===== src/rtl/riscv_alu_pkg.sv =====
`default_nettype none
// ============================================================================
// Module      : riscv_alu_pkg
// Description : Shared definitions for the RV32I/RV32M execute-stage ALU
//               control decoder: ALU control codes, opcode and funct7
//               constants, divider state encoding, and the decode function.
//               ALU control code format is {m, alt, funct3}.
// Revision    : 1.0 - initial release
// ============================================================================
package riscv_alu_pkg;

    // ALU control codes
    localparam logic [4:0] ALU_ADD  = 5'b00000;
    localparam logic [4:0] ALU_SUB  = 5'b01000;
    localparam logic [4:0] ALU_SLL  = 5'b00001;
    localparam logic [4:0] ALU_SLT  = 5'b00010;
    localparam logic [4:0] ALU_SLTU = 5'b00011;
    localparam logic [4:0] ALU_XOR  = 5'b00100;
    localparam logic [4:0] ALU_SRL  = 5'b00101;
    localparam logic [4:0] ALU_SRA  = 5'b01101;
    localparam logic [4:0] ALU_OR   = 5'b00110;
    localparam logic [4:0] ALU_AND  = 5'b00111;

    // M-extension codes are this prefix followed by funct3
    localparam logic [1:0] ALU_M_PREFIX = 2'b10;

    // Opcodes
    localparam logic [6:0] OP_R = 7'b0110011;
    localparam logic [6:0] OP_I = 7'b0010011;

    // funct7 values
    localparam logic [6:0] F7_BASE = 7'b0000000;
    localparam logic [6:0] F7_ALT  = 7'b0100000;
    localparam logic [6:0] F7_MEXT = 7'b0000001;

    // Divider sequencing states
    typedef enum logic [1:0] {
        ST_IDLE = 2'd0,
        ST_DIV  = 2'd1,
        ST_DONE = 2'd2
    } div_state_t;

    typedef struct packed {
        logic [4:0] code;
        logic       mdu;
        logic       illegal;
    } alu_dec_t;

    // Base (non-alt) operation code selected purely by funct3
    function automatic logic [4:0] base_code(input logic [2:0] f3);
        logic [4:0] code;
        case (f3)
            3'b000:  code = ALU_ADD;
            3'b001:  code = ALU_SLL;
            3'b010:  code = ALU_SLT;
            3'b011:  code = ALU_SLTU;
            3'b100:  code = ALU_XOR;
            3'b101:  code = ALU_SRL;
            3'b110:  code = ALU_OR;
            default: code = ALU_AND;
        endcase
        return code;
    endfunction

    // Full decode. Any illegal combination reports code ADD so the datapath
    // never sees a stray shift or subtract for a trapped instruction.
    function automatic alu_dec_t alu_decode(
        input logic [1:0] alu_op,
        input logic [6:0] op,
        input logic [2:0] f3,
        input logic [6:0] f7,
        input logic       mext_en
    );
        alu_dec_t dec;
        dec.code    = ALU_ADD;
        dec.mdu     = 1'b0;
        dec.illegal = 1'b0;
        case (alu_op)
            2'b00: dec.code = ALU_ADD;
            2'b01: dec.code = ALU_SUB;
            2'b10: begin
                if (op == OP_R) begin
                    if (f7 == F7_BASE) begin
                        dec.code = base_code(f3);
                    end else if (f7 == F7_ALT && f3 == 3'b000) begin
                        dec.code = ALU_SUB;
                    end else if (f7 == F7_ALT && f3 == 3'b101) begin
                        dec.code = ALU_SRA;
                    end else if (f7 == F7_MEXT && mext_en) begin
                        dec.code = {ALU_M_PREFIX, f3};
                        dec.mdu  = 1'b1;
                    end else begin
                        dec.illegal = 1'b1;
                    end
                end else begin
                    // Immediate forms: funct7 only matters for shifts, where
                    // it is the upper immediate field (shamt qualifier).
                    case (f3)
                        3'b001: begin
                            if (f7 == F7_BASE) dec.code    = ALU_SLL;
                            else               dec.illegal = 1'b1;
                        end
                        3'b101: begin
                            if (f7 == F7_BASE)     dec.code    = ALU_SRL;
                            else if (f7 == F7_ALT) dec.code    = ALU_SRA;
                            else                   dec.illegal = 1'b1;
                        end
                        default: dec.code = base_code(f3);
                    endcase
                end
            end
            default: dec.illegal = 1'b1;
        endcase
        if (dec.illegal) begin
            dec.code = ALU_ADD;
        end
        return dec;
    endfunction

endpackage
`default_nettype wire


===== src/rtl/div_iter_unit.sv =====
`default_nettype none
// ============================================================================
// Module      : div_iter_unit
// Description : Unsigned restoring-division datapath, one quotient bit per
//               step. Holds divisor, partial remainder and the shifting
//               dividend/quotient register. Exposes the next-step values so
//               the controller can capture the final result on the same edge
//               as the last step.
// Ports       : clk, rst (async, active-high)
//               i_load      - capture i_dividend / i_divisor, clear remainder
//               i_step      - perform one restoring step
//               i_dividend  - unsigned dividend magnitude
//               i_divisor   - unsigned divisor magnitude (non-zero)
//               o_quotient_next / o_remainder_next - result of the next step
// Revision    : 1.0 - initial release
// ============================================================================
module div_iter_unit #(
    parameter int XLEN = 32
) (
    input  logic            clk,
    input  logic            rst,
    input  logic            i_load,
    input  logic            i_step,
    input  logic [XLEN-1:0] i_dividend,
    input  logic [XLEN-1:0] i_divisor,
    output logic [XLEN-1:0] o_quotient_next,
    output logic [XLEN-1:0] o_remainder_next
);

    logic [XLEN-1:0] r_quo;
    logic [XLEN-1:0] r_rem;
    logic [XLEN-1:0] r_dvs;
    logic [XLEN:0]   w_trial;

    // Shift the next dividend bit into the remainder and try subtracting.
    // The extra top bit is the borrow: set means the divisor did not fit.
    assign w_trial          = {r_rem, r_quo[XLEN-1]} - {1'b0, r_dvs};
    assign o_quotient_next  = {r_quo[XLEN-2:0], ~w_trial[XLEN]};
    assign o_remainder_next = w_trial[XLEN] ? {r_rem[XLEN-2:0], r_quo[XLEN-1]}
                                            : w_trial[XLEN-1:0];

    always_ff @(posedge clk or posedge rst) begin
        if (rst) begin
            r_quo <= '0;
            r_rem <= '0;
            r_dvs <= '0;
        end else if (i_load) begin
            r_quo <= i_dividend;
            r_rem <= '0;
            r_dvs <= i_divisor;
        end else if (i_step) begin
            r_quo <= o_quotient_next;
            r_rem <= o_remainder_next;
        end
    end

endmodule
`default_nettype wire


===== src/rtl/alu_mdu_ctrl.sv =====
`default_nettype none
// ============================================================================
// Module      : alu_mdu_ctrl
// Description : Registered ALU control decoder for the RV32I/RV32M execute
//               stage with a multi-cycle signed/unsigned divider sequencer.
//               Decode results appear one cycle after acceptance; divides
//               stall the pipeline for XLEN cycles, special cases (divide by
//               zero, signed overflow) complete in one cycle.
// Config      : define ALU_MDU_CTRL_MEXT_EN to include M-extension decode and
//               the divider. Without it funct7=0000001 is illegal, In_ready
//               is tied high and Stall/Div_valid/Div_result are tied low.
// Ports       : CLK, RST (async, active-high)
//               In_valid/In_ready      - decode request handshake
//               ALU_OP, OP, Func3, Func7 - decode inputs
//               Rs1_data, Rs2_data     - dividend / divisor
//               ALU_control, Ctrl_valid, Mdu_sel, Illegal - decode outputs
//               Stall                  - divide in progress
//               Div_result, Div_valid  - divider result
//               XLEN must be at least 8.
// Revision    : 1.0 - initial release
// ============================================================================
module alu_mdu_ctrl
    import riscv_alu_pkg::*;
#(
    parameter int XLEN = 32
) (
    input  logic            CLK,
    input  logic            RST,
    input  logic            In_valid,
    output logic            In_ready,
    input  logic [1:0]      ALU_OP,
    input  logic [6:0]      OP,
    input  logic [2:0]      Func3,
    input  logic [6:0]      Func7,
    input  logic [XLEN-1:0] Rs1_data,
    input  logic [XLEN-1:0] Rs2_data,
    output logic [4:0]      ALU_control,
    output logic            Ctrl_valid,
    output logic            Mdu_sel,
    output logic            Illegal,
    output logic            Stall,
    output logic [XLEN-1:0] Div_result,
    output logic            Div_valid
);

`ifdef ALU_MDU_CTRL_MEXT_EN
    localparam logic c_mext_en = 1'b1;
`else
    localparam logic c_mext_en = 1'b0;
`endif

    alu_dec_t w_dec;
    logic     w_accept;

    assign w_dec    = alu_decode(ALU_OP, OP, Func3, Func7, c_mext_en);
    assign w_accept = In_valid && In_ready;

    // Decode register: outputs hold until the next accepted request
    always_ff @(posedge CLK or posedge RST) begin
        if (RST) begin
            ALU_control <= ALU_ADD;
            Mdu_sel     <= 1'b0;
            Illegal     <= 1'b0;
            Ctrl_valid  <= 1'b0;
        end else begin
            Ctrl_valid <= w_accept;
            if (w_accept) begin
                ALU_control <= w_dec.code;
                Mdu_sel     <= w_dec.mdu;
                Illegal     <= w_dec.illegal;
            end
        end
    end

`ifdef ALU_MDU_CTRL_MEXT_EN
    localparam int             CW           = (XLEN > 1) ? $clog2(XLEN) : 1;
    localparam logic [CW-1:0]  c_count_init = CW'(XLEN - 1);
    localparam logic [XLEN-1:0] c_int_min   = {1'b1, {(XLEN-1){1'b0}}};

    div_state_t      r_state;
    div_state_t      w_state_next;
    logic [CW-1:0]   r_count;
    logic            r_neg_q;
    logic            r_neg_r;
    logic            r_want_rem;

    logic            w_is_div;
    logic            w_signed;
    logic            w_want_rem;
    logic            w_div_zero;
    logic            w_ovf;
    logic            w_special;
    logic            w_div_start;
    logic            w_div_special;
    logic            w_step;
    logic            w_last_step;
    logic [XLEN-1:0] w_a_mag;
    logic [XLEN-1:0] w_b_mag;
    logic [XLEN-1:0] w_special_res;
    logic [XLEN-1:0] w_q_next;
    logic [XLEN-1:0] w_r_next;
    logic [XLEN-1:0] w_fixed_res;

    // funct3: 100 DIV, 101 DIVU, 110 REM, 111 REMU
    assign w_is_div   = w_dec.mdu && Func3[2];
    assign w_signed   = ~Func3[0];
    assign w_want_rem = Func3[1];

    assign w_div_zero = (Rs2_data == '0);
    assign w_ovf      = w_signed && (Rs1_data == c_int_min) && (&Rs2_data);
    assign w_special  = w_div_zero || w_ovf;

    assign w_div_start   = w_accept && w_is_div && !w_special;
    assign w_div_special = w_accept && w_is_div && w_special;

    // Architectural results for the cases the iterative datapath cannot do
    always_comb begin
        w_special_res = '0;
        if (w_div_zero) begin
            w_special_res = w_want_rem ? Rs1_data : {XLEN{1'b1}};
        end else begin
            w_special_res = w_want_rem ? '0 : Rs1_data;
        end
    end

    // Magnitudes; INT_MIN negates to itself, which is its correct
    // unsigned magnitude.
    assign w_a_mag = (w_signed && Rs1_data[XLEN-1]) ? -Rs1_data : Rs1_data;
    assign w_b_mag = (w_signed && Rs2_data[XLEN-1]) ? -Rs2_data : Rs2_data;

    assign w_step      = (r_state == ST_DIV);
    assign w_last_step = w_step && (r_count == '0);

    div_iter_unit #(
        .XLEN (XLEN)
    ) u_div_iter (
        .clk              (CLK),
        .rst              (RST),
        .i_load           (w_div_start),
        .i_step           (w_step),
        .i_dividend       (w_a_mag),
        .i_divisor        (w_b_mag),
        .o_quotient_next  (w_q_next),
        .o_remainder_next (w_r_next)
    );

    // Sign fix-up applied to the value produced by the final step
    always_comb begin
        w_fixed_res = '0;
        if (r_want_rem) begin
            w_fixed_res = r_neg_r ? -w_r_next : w_r_next;
        end else begin
            w_fixed_res = r_neg_q ? -w_q_next : w_q_next;
        end
    end

    // In_ready is kept out of the FSM process: the accept term feeds the
    // next-state logic, and merging them would form a combinational loop.
    assign In_ready = (r_state != ST_DIV);

    always_ff @(posedge CLK or posedge RST) begin
        if (RST) begin
            r_state <= ST_IDLE;
        end else begin
            r_state <= w_state_next;
        end
    end

    always_comb begin
        w_state_next = r_state;
        Stall        = 1'b0;
        Div_valid    = 1'b0;
        case (r_state)
            ST_IDLE, ST_DONE: begin
                Div_valid = (r_state == ST_DONE);
                if (w_div_start) begin
                    w_state_next = ST_DIV;
                end else if (w_div_special) begin
                    w_state_next = ST_DONE;
                end else begin
                    w_state_next = ST_IDLE;
                end
            end
            ST_DIV: begin
                Stall = 1'b1;
                if (r_count == '0) begin
                    w_state_next = ST_DONE;
                end
            end
            default: w_state_next = ST_IDLE;
        endcase
    end

    always_ff @(posedge CLK or posedge RST) begin
        if (RST) begin
            r_count    <= '0;
            r_neg_q    <= 1'b0;
            r_neg_r    <= 1'b0;
            r_want_rem <= 1'b0;
            Div_result <= '0;
        end else begin
            if (w_div_start) begin
                r_count    <= c_count_init;
                r_neg_q    <= w_signed && (Rs1_data[XLEN-1] ^ Rs2_data[XLEN-1]);
                r_neg_r    <= w_signed && Rs1_data[XLEN-1];
                r_want_rem <= w_want_rem;
            end else if (w_step && r_count != '0) begin
                r_count <= r_count - 1'b1;
            end

            if (w_div_special) begin
                Div_result <= w_special_res;
            end else if (w_last_step) begin
                Div_result <= w_fixed_res;
            end
        end
    end
`else
    logic w_unused_ops;

    assign w_unused_ops = ^{Rs1_data, Rs2_data};
    assign In_ready     = 1'b1;
    assign Stall        = 1'b0;
    assign Div_valid    = 1'b0;
    assign Div_result   = '0;
`endif

endmodule
`default_nettype wire

===== config.mk =====
export PLATFORM = sky130hd
export DESIGN_NAME = alu_mdu_ctrl
export DESIGN_NICKNAME = d
export VERILOG_FILES = /design/src/rtl/riscv_alu_pkg.sv /design/src/rtl/div_iter_unit.sv /design/src/rtl/alu_mdu_ctrl.sv
export SDC_FILE = /design/constraint.sdc
export NUM_CORES = 1
export LEC_CHECK = 0
export ABC_AREA = 0
export CAP_MARGIN = 5
export CORE_MARGIN = 10
export CORE_UTILIZATION = 20
export DETAILED_ROUTE_END_ITERATION = 10
export GPL_ROUTABILITY_DRIVEN = 1
export GPL_TIMING_DRIVEN = 1
export PLACE_DENSITY = 0.87
export SYNTH_ARGS = -nofsm -noshare
export SYNTH_HDL_FRONTEND = slang
export SYNTH_SLANG_ARGS = --single-unit
export TNS_END_PERCENT = 5

===== constraint.sdc =====
create_clock -name CLK -period 0.8 [get_ports CLK]
set_input_delay 0.16 -clock CLK [delete_from_list [all_inputs] [get_ports CLK]]
set_output_delay 0.16 -clock CLK [all_outputs]
set_load 0.005 [all_outputs]

==> impl_metrics.yaml <==
cells_and_area:
  antenna_cells: 0
  final_nets: 229
  final_layout_size_suffix_gt1_share_pct: 31.2
  multi_input_area_sq_um: 537
  final_core_util_pct: 31.1
  seqCellArea_sq_um: 150
  syn2layout_area_growth_pct: 47.0
  fillCellCount: 425
clock_tree:
  holdBufCountCts: 0
  clockRootBuffer: "clkbuf_8"
  clkTransAtPathRegs_ps: 40
  htreeDepth: 1
  cts_inserted_buffers: 3
  clkSinkCount: 6
  cts_buffer_depth: 2
  clock_latency_ps: 230
  cts_tree: "yes"
synth:
  ys_types: 31
  ys_ff_latch: 6
  synth_top_area_share_pct: 35.0
  yosys.area.top_type: "buf_4"
  synth_cells: 96
  synthTopCellsByArea: "buf_4 (35%), dfrtp_1 (19%), ha_1 (4.7%)"
  syn_area_sq_um: 793
  avgSynthCellArea_sq_um: 8.26
  yosysSeqAreaShare_pct: 18.9
  yosys_warnings: 0
power:
  finalPower_w: 0.00117
  leakage_nw: 0.574
  pwr_density_cell_nw_per_um2: 1010
  vdd_drop_max_uv: 285
critical_path:
  required_ps: 920
  cp-start-kind: "input pin"
  worstSetupPathType: "in2reg"
  worstPathArrival_ps: 1480
  cp-end-kind: "flip-flop"
  max_stage_delay_ps: 570
  cpMaxStageDelayCell: "or4_4"
  worstPathCellList: "buf_6, or4_4, nor4b_4, a221oi_4, mux2_4"
  crit_path_max_fanout: 3
outcome:
  run_status: "finished with violations"
  failed_checks: "negative setup slack"
sta:
  setup_viol: 11
  maxClockFrequency_ghz: 0.734
  rsz0062_at_grt: "true"
  clock-skew-final_ps: 0
  drv_slew: 0
  finalHoldViolations: 0
  setup_slack_ps: -563
  min_period_ps: 1360
  finalCritPeriodShare_pct: 170
detailed_routing:
  avgRoutedWirePerCell_um: 13.0
  wl_mm: 2.41
  vias: 701
  drc_errors: 0
  drt_pass1_iterations: 4
  ant_nets: 0
  drtIter0Drc: 29
  vias_per_cell: 3.77
floorplanning:
  die_w_um: 83.0
  die_h_um: 83.0
  core_area_sq_um: 3740
  dieArea_sq_um: 6890
  start_util_pct: 21.2
  io_pins: 129
  num_rows: 22
grt:
  grt-ovfl-total: 0
  grtUsageTotal_pct: 6.73
  grt_pass1_wl_mm: 3.91
  grt_pass1_vias: 791
  antenna_found_initial: 0
  grt_max_degree: 7
min_path:
  hp-class: "in2async"
placement:
  portBuffers: 27
  dp_hpwl_mm: 1.98
  gp_congestion: 0.838
job:
  maxCapViolCount: 0
cells in the final DEF, fill, tap and decap left out, types with 2 or more instances in the layout:
cell             instances
conb_1                  37
buf_4                   13
inv_1                   10
dlygate4sd2_1            9
buf_2                    7
dfrtp_1                  6
clkdlybuf4s50_1          5
clkdlybuf4s15_1          4
nand2b_1                 3
a21oi_1                  3
nand3_1                  3
o22ai_1                  3
clkbuf_8                 3
buf_6                    3
or3_4                    2
nor2_1                   2
nand2_1                  2
ha_1                     2
kinds of logic after synthesis:
group	count (synthesis)	synth area share, %
compound gates	14	14.2
fa+ha+maj	3	4.73
buf+inv	48	40.2
flops	6	18.9
mux	1	1.42
other cells	2	0.947
simple gates	22	19.6
metrics by stage:
stage / setup WS (ps) / setup TNS (ps) / instance area [sq um] / hold WS [ps] / std cells
floorplan: -672 / -2830 / 925 / -49.0 / 131
global placement: -1120 / -6400 / 1080 / 397 / 182
detailed placement: -1150 / -6500 / 1080 / 417 / 182
CTS: -564 / -3130 / 1160 / 169 / 186
global route: -616 / -3200 / 1170 / 184 / 186
finish: -563 / -2750 / 1170 / 163 / 186
layer usage:
layer	track usage, %	wire [um]	part of all wire [%]
met1	7.23	951	39
met2	12.1	1280	53
met3	1.46	147	6.1
met4	3.23	30	1.2
met5	0	0	0
critical path, delay by kind of cell:
family                 cells  cell delay (ps)
AOI/OAI and AO/OA          1              110
muxes                      1              270
and+or+nand+nor            2              850
buffers and inverters      1               90
synthesized netlist by cell type:
cell and instances:
buf_4 37, a21oi_1 3, nor3b_1 1, a221oi_2 1
nand2_1 2, o41ai_2 1, o22ai_1 3, nor2_1 2
or2_2 1, o31ai_1 1, conb_1 2, or4_4 1
inv_1 10, nor2b_1 1, o31a_1 1, mux2_2 1
nor3_1 1, nand2b_1 3, a22oi_1 2, dfrtp_1 6
buf_1 1, nand4bb_1 1, nand3_1 3, o221a_2 1
or3_1 2, nor4b_4 1, nand4b_1 1, o21ai_0 1
nand3b_1 1, nor4_1 1, ha_1 3
state kept, by name, summed over array words and instances, names as in the netlist:
register     count
ALU_control      4
Illegal          1
Ctrl_valid       1
final timing paths:
kind / from / end / slack (ps) / cells after the start
worst max-delay path: Func7[6] / Illegal$_DFFE_PP0P_ / -560 / 5
max in group asynchronous: RST / ALU_control[1]$_DFFE_PP0P_ / 440 / 2
worst min-delay path: RST / Illegal$_DFFE_PP0P_ / 160 / 2
worst min register to register: ALU_control[3]$_DFFE_PP0P_ / ALU_control[3]$_DFFE_PP0P_ / 490 / 2
worst max register to register: Illegal$_DFFE_PP0P_ / Illegal$_DFFE_PP0P_ / 50 / 1
min in group CLK: Func3[1] / ALU_control[1]$_DFFE_PP0P_ / 450 / 4
area by class of cell:
cell class / instances / area share, %
repair buffers: 42 / 29.2
multi-input cells: 77 / 46.0
clock buffers: 3 / 3.54
well taps: 48 / 5.15
flip-flops and latches: 6 / 12.9
inverters: 10 / 3.22
power by group:
part | total [W] | switching (W) | internal (W)
Combinational | 0.000365 | 0.000180 | 0.000184
Clock | 0.000483 | 0.000157 | 0.000326
Sequential | 0.000326 | 0.00000640 | 0.000319
Total | 0.00117 | 0.000344 | 0.000829
timing repair:
item	in CTS	in global routing
endpoints found under the setup margin	11	11
setup buffers	1	0
gates resized for setup	61	4
pin swaps	12	1
No activity file was read; power rests on OpenSTA's default activity.
